**config.mk**
```make
export PLATFORM = sky130hd
export DESIGN_NAME = apu_pulse_gen_flat
export DESIGN_NICKNAME = d
export VERILOG_FILES = /design/src/rtl/apu_pulse_gen_if.sv /design/src/rtl/apu_pulse_gen.sv /design/src/flat_wrapper.sv
export SDC_FILE = /design/constraint.sdc
export NUM_CORES = 1
export LEC_CHECK = 0
export ABC_AREA = 1
export CAP_MARGIN = 20
export CELL_PAD_IN_SITES_DETAIL_PLACEMENT = 0
export CELL_PAD_IN_SITES_GLOBAL_PLACEMENT = 1
export CORE_MARGIN = 2
export CORE_UTILIZATION = 37
export CTS_CLUSTER_SIZE = 25
export DETAILED_ROUTE_END_ITERATION = 16
export PLACE_DENSITY = 0.78
export SLEW_MARGIN = 40
export SYNTH_ARGS = -nofsm -noshare
export SYNTH_HDL_FRONTEND = slang
export SYNTH_SLANG_ARGS = --single-unit
```
**constraint.sdc**
```tcl
create_clock -name clk -period 3.23 [get_ports clk]
set_input_delay 0.323 -clock clk [delete_from_list [all_inputs] [get_ports clk]]
set_output_delay 0.323 -clock clk [all_outputs]
set_load 0.05 [all_outputs]
```
**src/rtl/apu_pulse_gen_if.sv**
```systemverilog
// Channel bundle for apu_pulse_gen: config inputs and the sample output, all valid/ready.
// APU_PULSE_LENGTH_EN adds the length channel.
interface apu_pulse_gen_if #(
  parameter int PERIOD_W = 11,
  parameter int VOL_W    = 4
);
  logic [PERIOD_W-1:0] apu__period_r;
  logic                apu__period_r_vld;
  logic                apu__period_r_rdy;
  logic [1:0]          apu__duty_r;
  logic                apu__duty_r_vld;
  logic                apu__duty_r_rdy;
  logic [VOL_W-1:0]    apu__volume_r;
  logic                apu__volume_r_vld;
  logic                apu__volume_r_rdy;
  logic [7:0]          apu__sweep_r;
  logic                apu__sweep_r_vld;
  logic                apu__sweep_r_rdy;
  logic [VOL_W-1:0]    apu__output_s;
  logic                apu__output_s_vld;
  logic                apu__output_s_rdy;
`ifdef APU_PULSE_LENGTH_EN
  logic [7:0]          apu__length_r;
  logic                apu__length_r_vld;
  logic                apu__length_r_rdy;

  modport slave (
    input  apu__period_r, apu__period_r_vld, apu__duty_r, apu__duty_r_vld,
           apu__volume_r, apu__volume_r_vld, apu__sweep_r, apu__sweep_r_vld,
           apu__output_s_rdy, apu__length_r, apu__length_r_vld,
    output apu__period_r_rdy, apu__duty_r_rdy, apu__volume_r_rdy, apu__sweep_r_rdy,
           apu__output_s, apu__output_s_vld, apu__length_r_rdy
  );
  modport master (
    output apu__period_r, apu__period_r_vld, apu__duty_r, apu__duty_r_vld,
           apu__volume_r, apu__volume_r_vld, apu__sweep_r, apu__sweep_r_vld,
           apu__output_s_rdy, apu__length_r, apu__length_r_vld,
    input  apu__period_r_rdy, apu__duty_r_rdy, apu__volume_r_rdy, apu__sweep_r_rdy,
           apu__output_s, apu__output_s_vld, apu__length_r_rdy
  );
`else
  modport slave (
    input  apu__period_r, apu__period_r_vld, apu__duty_r, apu__duty_r_vld,
           apu__volume_r, apu__volume_r_vld, apu__sweep_r, apu__sweep_r_vld,
           apu__output_s_rdy,
    output apu__period_r_rdy, apu__duty_r_rdy, apu__volume_r_rdy, apu__sweep_r_rdy,
           apu__output_s, apu__output_s_vld
  );
  modport master (
    output apu__period_r, apu__period_r_vld, apu__duty_r, apu__duty_r_vld,
           apu__volume_r, apu__volume_r_vld, apu__sweep_r, apu__sweep_r_vld,
           apu__output_s_rdy,
    input  apu__period_r_rdy, apu__duty_r_rdy, apu__volume_r_rdy, apu__sweep_r_rdy,
           apu__output_s, apu__output_s_vld
  );
`endif
endinterface

```
**src/rtl/apu_pulse_gen.sv**
```systemverilog
// APU pulse channel: period timer, 8-step duty sequencer, volume-scaled sample, sweep unit, mute.
// Optional length counter enabled by defining APU_PULSE_LENGTH_EN.
module apu_pulse_gen #(
  parameter int PERIOD_W   = 11,
  parameter int VOL_W      = 4,
  parameter int MIN_PERIOD = 8
) (
  input logic            clk,
  input logic            reset,
  apu_pulse_gen_if.slave apu
);
  logic                live;
  logic [PERIOD_W-1:0] period;
  logic [PERIOD_W-1:0] timer;
  logic [1:0]          duty;
  logic [VOL_W-1:0]    volume;
  logic [7:0]          sweep;
  logic [2:0]          seq_idx;
  logic [2:0]          divider;
  logic [PERIOD_W:0]   target;
  logic                sweep_mute;
  logic                mute;
  logic                step;
  logic                wrap;
  logic                sweep_fire;

  function automatic logic [PERIOD_W:0] sweep_target(input logic [PERIOD_W-1:0] p,
                                                      input logic negate,
                                                      input logic [2:0] shift);
    logic [PERIOD_W:0] ext;
    logic [PERIOD_W:0] delta;
    ext   = {1'b0, p};
    delta = ext >> shift;
    return negate ? (ext - delta) : (ext + delta);
  endfunction

  function automatic logic duty_bit(input logic [1:0] d, input logic [2:0] idx);
    logic [7:0] pat;
    case (d)
      2'd0:    pat = 8'b1000_0000;
      2'd1:    pat = 8'b1100_0000;
      2'd2:    pat = 8'b1111_0000;
      default: pat = 8'b0011_1111;
    endcase
    return pat[idx];
  endfunction

  assign target     = sweep_target(period, sweep[3], sweep[2:0]);
  assign sweep_mute = (period < PERIOD_W'(MIN_PERIOD)) | (~sweep[3] & target[PERIOD_W]);
  assign step       = live & apu.apu__output_s_rdy;
  assign wrap       = step & (timer == '0) & (seq_idx == 3'd7);
  assign sweep_fire = wrap & (divider == 3'd0) & sweep[7] & (sweep[2:0] != 3'd0) & ~sweep_mute;

  assign apu.apu__period_r_rdy = live;
  assign apu.apu__duty_r_rdy   = live;
  assign apu.apu__volume_r_rdy = live;
  assign apu.apu__sweep_r_rdy  = live;
  assign apu.apu__output_s_vld = live;
  assign apu.apu__output_s     = (duty_bit(duty, seq_idx) & ~mute) ? volume : '0;

  always_ff @(posedge clk or posedge reset) begin
    if (reset) begin
      live <= 1'b0;
    end else begin
      live <= 1'b1;
    end
  end

  // Timer and sequencer advance only when the consumer takes a sample.
  always_ff @(posedge clk or posedge reset) begin
    if (reset) begin
      timer   <= '0;
      seq_idx <= '0;
    end else if (step) begin
      if (timer == '0) begin
        timer   <= period;
        seq_idx <= seq_idx + 3'd1;
      end else begin
        timer   <= timer - PERIOD_W'(1);
      end
    end
  end

  // Host writes take priority over the sweep unit.
  always_ff @(posedge clk or posedge reset) begin
    if (reset) begin
      period  <= '0;
      duty    <= '0;
      volume  <= '0;
      sweep   <= '0;
      divider <= '0;
    end else begin
      if (apu.apu__period_r_vld & live) begin
        period <= apu.apu__period_r;
      end else if (sweep_fire) begin
        period <= target[PERIOD_W-1:0];
      end
      if (apu.apu__duty_r_vld & live) begin
        duty <= apu.apu__duty_r;
      end
      if (apu.apu__volume_r_vld & live) begin
        volume <= apu.apu__volume_r;
      end
      if (apu.apu__sweep_r_vld & live) begin
        sweep   <= apu.apu__sweep_r;
        divider <= apu.apu__sweep_r[6:4];
      end else if (wrap) begin
        divider <= (divider == 3'd0) ? sweep[6:4] : divider - 3'd1;
      end
    end
  end

`ifdef APU_PULSE_LENGTH_EN
  logic [7:0] length;

  assign apu.apu__length_r_rdy = live;
  assign mute = sweep_mute | (length == 8'd0);

  always_ff @(posedge clk or posedge reset) begin
    if (reset) begin
      length <= 8'd0;
    end else if (apu.apu__length_r_vld & live) begin
      length <= apu.apu__length_r;
    end else if (wrap && (length != 8'd0)) begin
      length <= length - 8'd1;
    end
  end
`else
  assign mute = sweep_mute;
`endif

endmodule

```
**src/flat_wrapper.sv**
```systemverilog
// flat-port wrapper written by rule: the top's interface ports become plain ports
module apu_pulse_gen_flat 
#(
  parameter int PERIOD_W   = 11,
  parameter int VOL_W      = 4,
  parameter int MIN_PERIOD = 8
)
  (clk, reset, apu_apu__period_r, apu_apu__period_r_vld, apu_apu__duty_r, apu_apu__duty_r_vld, apu_apu__volume_r, apu_apu__volume_r_vld, apu_apu__sweep_r, apu_apu__sweep_r_vld, apu_apu__output_s_rdy, apu_apu__period_r_rdy, apu_apu__duty_r_rdy, apu_apu__volume_r_rdy, apu_apu__sweep_r_rdy, apu_apu__output_s, apu_apu__output_s_vld);
  apu_pulse_gen_if #(.PERIOD_W(PERIOD_W), .VOL_W(VOL_W)) apu_i ();
  input logic clk;
  input logic reset;
  input wire logic [$bits(apu_i.apu__period_r)-1:0] apu_apu__period_r;
  input wire logic [$bits(apu_i.apu__period_r_vld)-1:0] apu_apu__period_r_vld;
  input wire logic [$bits(apu_i.apu__duty_r)-1:0] apu_apu__duty_r;
  input wire logic [$bits(apu_i.apu__duty_r_vld)-1:0] apu_apu__duty_r_vld;
  input wire logic [$bits(apu_i.apu__volume_r)-1:0] apu_apu__volume_r;
  input wire logic [$bits(apu_i.apu__volume_r_vld)-1:0] apu_apu__volume_r_vld;
  input wire logic [$bits(apu_i.apu__sweep_r)-1:0] apu_apu__sweep_r;
  input wire logic [$bits(apu_i.apu__sweep_r_vld)-1:0] apu_apu__sweep_r_vld;
  input wire logic [$bits(apu_i.apu__output_s_rdy)-1:0] apu_apu__output_s_rdy;
  output wire logic [$bits(apu_i.apu__period_r_rdy)-1:0] apu_apu__period_r_rdy;
  output wire logic [$bits(apu_i.apu__duty_r_rdy)-1:0] apu_apu__duty_r_rdy;
  output wire logic [$bits(apu_i.apu__volume_r_rdy)-1:0] apu_apu__volume_r_rdy;
  output wire logic [$bits(apu_i.apu__sweep_r_rdy)-1:0] apu_apu__sweep_r_rdy;
  output wire logic [$bits(apu_i.apu__output_s)-1:0] apu_apu__output_s;
  output wire logic [$bits(apu_i.apu__output_s_vld)-1:0] apu_apu__output_s_vld;
  assign apu_i.apu__period_r = apu_apu__period_r;
  assign apu_i.apu__period_r_vld = apu_apu__period_r_vld;
  assign apu_i.apu__duty_r = apu_apu__duty_r;
  assign apu_i.apu__duty_r_vld = apu_apu__duty_r_vld;
  assign apu_i.apu__volume_r = apu_apu__volume_r;
  assign apu_i.apu__volume_r_vld = apu_apu__volume_r_vld;
  assign apu_i.apu__sweep_r = apu_apu__sweep_r;
  assign apu_i.apu__sweep_r_vld = apu_apu__sweep_r_vld;
  assign apu_i.apu__output_s_rdy = apu_apu__output_s_rdy;
  assign apu_apu__period_r_rdy = apu_i.apu__period_r_rdy;
  assign apu_apu__duty_r_rdy = apu_i.apu__duty_r_rdy;
  assign apu_apu__volume_r_rdy = apu_i.apu__volume_r_rdy;
  assign apu_apu__sweep_r_rdy = apu_i.apu__sweep_r_rdy;
  assign apu_apu__output_s = apu_i.apu__output_s;
  assign apu_apu__output_s_vld = apu_i.apu__output_s_vld;
  apu_pulse_gen #(.PERIOD_W(PERIOD_W), .VOL_W(VOL_W), .MIN_PERIOD(MIN_PERIOD)) u_core (.clk(clk), .reset(reset), .apu(apu_i));
endmodule
```
## Yosys cells after proc, flatten, opt, wreduce, memory -nomap -nowiden

Index checks and enable logic that the tools add are counted.

| cells by class | value |
|---|---|
| add/subtract/negate cells | 5 |
| $lt $le $gt $ge | 2 |
| equal/unequal tests | 3 |
| shift operators | 1 |
| mux-type cells | 11 |
| bitwise logic cells | 16 |
| reduce and logical (&&, ||, !) cells | 7 |

Operator list:

| operator | count |
|---|---|
| 11-bit 2-to-1 mux | 3 |
| 8-bit one-hot mux with 3 select lines | 1 |
| 1-bit AND | 13 |
| 11-bit by 12-bit adder with 12-bit output | 1 |
| 12-bit 2-to-1 mux | 1 |
| 11-bit by 3-bit right shift with 12-bit output | 1 |
| 11-bit by 12-bit subtractor with 12-bit output | 1 |
| 11-bit logical NOT | 1 |
| 11-bit by 4-bit less-than comparator with 1-bit output (second input constant) | 1 |
| 11-bit by 1-bit subtractor with 11-bit output (second input constant) | 1 |
| 3-bit 2-to-1 mux | 3 |
| 3-bit by 4-bit less-than comparator with 1-bit output (second input constant) | 1 |
| 4-bit 2-to-1 mux | 1 |
| 2-bit nonzero test | 2 |
| 3-bit by 1-bit adder with 3-bit output (second input constant) | 1 |
| 1-bit binary-select mux with 3-bit select | 1 |
| 3-bit == test (second input constant) | 1 |
| 3-bit logical NOT | 1 |
| 3-bit nonzero test | 1 |
| 3-bit by 1-bit subtractor with 3-bit output (second input constant) | 1 |
| 2-bit by 1-bit == test with 1-bit output (second input constant) | 1 |
| 2-bit == test (second input constant) | 1 |
| 2-bit logical NOT | 1 |
| 1-bit inverter | 2 |
| 3 further kinds | 3 |

| storage, ports and cells | value |
|---|---|
| bits in registers | 43 |
| output and inout port bits | 9 |
| logic and storage cells | 53 |

## Depth between registers and ports, before layout

| depth | value |
|---|---|
| depth after elaboration | 9 |
| gate-level depth with buffers | 28 |
| gate-level depth less buffers | 26 |

## Worst setup path after synthesis

No wires, ideal clock.

| timing | value |
|---|---|
| path type | register -> output |
| start | register u_core.sweep[1] |
| end | output apu_apu__output_s[0] |
| data arrival time | 3,437 ps |
| data required time | 2,907 ps |
| setup slack | -530 ps |
| cell stages (with the launch flop) | 21 |
| path buffers | 1 |
| cells stage by stage | dfrtp_1 buf_6 nor2_1 nand3_1 nand2_1 inv_2 nand2_2 ha_1 nand4_1 o21ai_0 nand2_1 xor2_1 ha_1 nand2_1 nor2_1 nand3_1 nand3_1 nand4_1 nand3_2 nand4_1 nor2_1 |

| on the way | value |
|---|---|
| longest elaborated chain between the ends | 8 |
| elaborated cells on any way between the ends | 9 |
| those cells by class | add/sub (2); shift (1); mux (2); bitwise (4) |

Ends and longest elaborated chain:

| what | RTL line | RTL |
|---|---|---|
| start, declared | apu_pulse_gen.sv:17 | `logic [7:0] sweep;` |
| start signal, assigned | apu_pulse_gen.sv:105 | `sweep <= apu.apu__sweep_r;` |
| 11-bit by 3-bit right shift with 12-bit output * | apu_pulse_gen.sv:33 | `delta = ext >> shift;` |
| 11-bit by 12-bit adder with 12-bit output or 11-bit by 12-bit subtractor with 12-bit output (tied branches) | apu_pulse_gen.sv:34 | `return negate ? (ext - delta) : (ext + delta);` |
| 12-bit 2-to-1 mux * | apu_pulse_gen.sv:34 |  |
| 1-bit AND * | apu_pulse_gen.sv:49 | `assign sweep_mute = (period < PERIOD_W'(MIN_PERIOD)) \| (~sweep[3] & target[PERIOD_W]);` |
| 1-bit bitwise OR * | apu_pulse_gen.sv:49 |  |
| 1-bit inverter * | apu_pulse_gen.sv:59 | `assign apu.apu__output_s = (duty_bit(duty, seq_idx) & ~mute) ? volume : '0;` |
| 1-bit AND * | apu_pulse_gen.sv:59 |  |
| 4-bit 2-to-1 mux * | apu_pulse_gen.sv:59 |  |
| end, declared | flat_wrapper.sv:25 | `output wire logic [$bits(apu_i.apu__output_s)-1:0] apu_apu__output_s;` |

Every way passes the cells marked *; elsewhere a longest branch is shown, timed or not.

## Worst setup path in the final report

| timing | value |
|---|---|
| start | register u_core.sweep[0] |
| end | output apu_apu__output_s[3] |

Same word-level chain as after synthesis.

==> results.py <==
metrics = {
    "global_routing": {
        "grt-ovfl-total": 0,
        "antenna_found_initial": 0,
        "track_usage_pct": 20.7,
        "grt_max_degree": 25,
        "grt_pass1_vias": 3597,
        "grt_pass1_wl_um": 16900,
    },
    "cells_and_area": {
        "final_area_um2": 5080,
        "drive_above_1_share_pct": 33.6,
        "fin_cells": 737,
        "diodes": 0,
        "fin_util_pct": 55.0,
        "area_growth_pct": 45.0,
        "fin_nets": 659,
    },
    "worst_setup_path": {
        "ff2ff_path_depth": 25,
        "cp_num_cells": 23,
        "cp_cell_sequence": "buf_6, buf_8, nand2_2, nand3_2, nand2_1, nand2_1, nand2_2, buf_4, nand4_1, o21ai_2, nand2_2, xor2_2, ha_4, nand2_2, nor2_2, nand3_1, nand3_2, nand4_1, nand3_2, nand4_1, buf_6, nor2_4, buf_12",
        "critical_path.most_common_cell": "nand2_2",
        "crit_buf_inv": 5,
        "cp-start-kind": "register",
        "critical_path_class": "reg2out",
        "cp_data_required_time_ps": 2910,
        "end_kind": "output port",
        "crit_arrival_ps": 3580,
        "path_delay_family": "simple AND/OR/NAND/NOR gates",
        "path_max_fanout": 7,
        "slowest_stage": "dfrtp_1",
        "cp_slowest_stage_delay_ps": 430,
    },
    "logic_synthesis": {
        "ys.flop_type": "dfrtp_1",
        "syn_inst": 493,
        "ys_seq_area_share_pct": 30.7,
        "yosysWarningCount": 0,
        "synth_fa_ha_area_share_pct": 7.35,
        "synth_nets": 545,
        "ys_top_cells_by_count": "126 x nand2_1, 48 x inv_1, 48 x nand3_1",
        "synthMuxAreaShare_pct": 0.321,
        "synth_top_cell_by_area": "dfrtp_1",
        "synth_cell_types": 43,
        "ys_seq_elements": 43,
        "yosysMostFrequentCell": "nand2_1",
        "synth_edf_count": 0,
        "synth_area_um2": 3510,
        "synth_top_area_share_pct": 30.7,
        "synth_top_family_by_area": "simple AND/OR/NAND/NOR gates",
        "synth_area_leaders": "dfrtp_1 31%, nand2_1 13%, nand3_1 6.8%",
        "synth-async-reset-ratio_pct": 100,
        "synth-simple-area-share_pct": 35.4,
        "synth-compound-area-share_pct": 12.6,
        "synth.avg_cell_area_um2": 7.11,
        "synth_xor_area_share_pct": 4.25,
    },
    "flow_run": {
        "maxCapViolations": 0,
    },
    "clock_network": {
        "cts.sinks": 43,
        "htree_levels": 2,
        "cts_tree": "yes",
        "ctsHoldBuffers": 0,
        "cts_buffers": 5,
        "cts.clk_slew.worst_paths_ps": 90,
        "clk_latency_ps": 300,
        "cts.root.buffer_cell": "clkbuf_8",
        "clk_path_buf_depth": 2,
    },
    "timing": {
        "finalHoldViolCount": 0,
        "setup_tns_ps": -6620,
        "skew_ps": 5.59,
        "tightestPinTransition_ps": 585,
        "slew_headroom_pct": 60.6,
        "fin_ws_ps": -670,
        "setup_viol": 15,
        "max_freq_mhz": 256,
        "rsz0062_at_grt": "true",
        "fin_crit_sh_pct": 121,
        "min_period_ps": 3900,
        "timing.hold.ws_ps": 320,
        "drv_slew": 0,
    },
    "routing": {
        "drt_wl_total_um": 10300,
        "drt_iter0_markers": 191,
        "drtPass1Iterations": 5,
        "drc_errors": 0,
        "ant_nets": 0,
        "viasPerCell": 4.91,
        "vias": 3616,
        "detail_route.wl_per_cell_um": 13.9,
    },
    "power": {
        "leakagePower_nw": 2.51,
        "irDropWorstVdd_uv": 474,
        "power_mw": 4.53,
        "p_per_area_nw_per_um2": 891,
    },
    "placement": {
        "gp_congestion": 0.920,
        "dpl-instance-area_um2": 4650,
        "dpl.hpwl_um": 7810,
        "portBuffers": 40,
        "place_ws_ps": -399,
        "dpl.cell_count": 720,
    },
    "floorplan": {
        "die_area_um2": 10300,
        "placementRows": 35,
        "die_height_um": 101,
        "fp.coreArea_um2": 9240,
        "ioPinCount": 41,
        "die_w_um": 101,
        "start_util_pct": 38.0,
    },
    "status": {
        "status": "finished, violations left",
        "violations": "setup timing",
    },
    "min_path": {
        "hp-class": "in2async",
    },
}
[routing by layer]
metal,wire [µm],track usage (%),vias to the layer above
li1,-,-,1835
met1,4700,26.6,1669
met2,4960,34.9,95
met3,414,3.17,17
met4,201,8.11,0
met5,0,0,-
[path summary, 6_finish.rpt]
kind	slack, ps	from	to
worst min register to register	500	u_core.sweep[4]$_DFFE_PP0P_	u_core.sweep[4]$_DFFE_PP0P_
max in group asynchronous	2230	reset	u_core.period[9]$_DFFE_PP0P_
worst min-delay path	320	reset	u_core.sweep[5]$_DFFE_PP0P_
worst max register to register	-400	u_core.sweep[0]$_DFFE_PP0P_	u_core.period[10]$_DFFE_PP0P_
min in group clk	500	u_core.sweep[4]$_DFFE_PP0P_	u_core.sweep[4]$_DFFE_PP0P_
worst max-delay path	-670	u_core.sweep[0]$_DFFE_PP0P_	apu_apu__output_s[3]
[what timing repair did]
item	CTS	global route
gates cloned	0	1
gates resized for setup	30	28
buffers inserted	6	2
pin swaps	7	16
setup endpoints to repair	15	15
[worst register-to-register path: stages (launching register included)]
cell and delay [ps]:
dfrtp_1 430, buf_6 160, buf_8 140, nand2_2 80
nand3_2 90, nand2_1 80, nand2_1 60, nand2_2 100
buf_4 120, nand4_1 160, o21ai_2 240, nand2_2 80
xor2_2 170, ha_4 290, nand2_2 60, nor2_2 120
nand3_1 100, nand3_2 110, nand4_1 90, nand3_2 110
buf_4 120, buf_6 90, nand3_4 180, buf_6 220
nand3_1 60, nand2_1 80
[registers in the layout (all words and copies together), names as in the netlist]
signal / count
u_core.apu.apu__duty_r_rdy: 1
u_core.divider: 3
u_core.duty: 2
u_core.period: 11
u_core.seq_idx: 3
u_core.sweep: 8
u_core.timer: 11
u_core.volume: 4
[cell usage in the layout (no fill, tap or decap), types with 3 or more instances in the layout]
| cell type | n |
|---|---|
| nand2_2 | 41 |
| o22ai_1 | 3 |
| o21ai_0 | 39 |
| inv_1 | 45 |
| xnor2_1 | 5 |
| a31oi_1 | 4 |
| clkdlybuf4s50_1 | 36 |
| a21o_1 | 3 |
| nor2_2 | 10 |
| nor2_1 | 21 |
| buf_6 | 6 |
| ha_1 | 15 |
| nand3_2 | 17 |
| dfrtp_1 | 42 |
| buf_4 | 74 |
| nand3_1 | 33 |
| nand2_1 | 108 |
| buf_12 | 4 |
| a21oi_1 | 19 |
| ha_4 | 4 |
| nor2_4 | 7 |
| or2_2 | 3 |
| nand2_4 | 8 |
| nand4_1 | 5 |
| xor2_1 | 10 |
| inv_2 | 5 |
| clkbuf_8 | 6 |
[layout make-up]
class / instances / area (µm²)
Inverter: 54 / 209
Fill cell: 874 / 4160
Clock buffer: 6 / 82.6
Multi-Input combinational cell: 382 / 2440
Tap cell: 129 / 161
Clock inverter: 2 / 38.8
Timing Repair Buffer: 121 / 1080
Sequential cell: 43 / 1080
[cells by family after synthesis]
kind of cell,Yosys count
mux,1
compound gates,80
xor+xnor,17
fa+ha+maj,20
flops,43
buf+inv,69
other cells,1
simple gates,262
[report_power, final]
part | total (mW) | internal [mW] | leakage, nW | switching (mW)
Clock | 0.460 | 0.255 | 0.0618 | 0.205
Combinational | 3.18 | 1.50 | 1.92 | 1.68
Sequential | 0.892 | 0.706 | 0.528 | 0.186
Note: power is estimated with default switching activity, not from simulation.
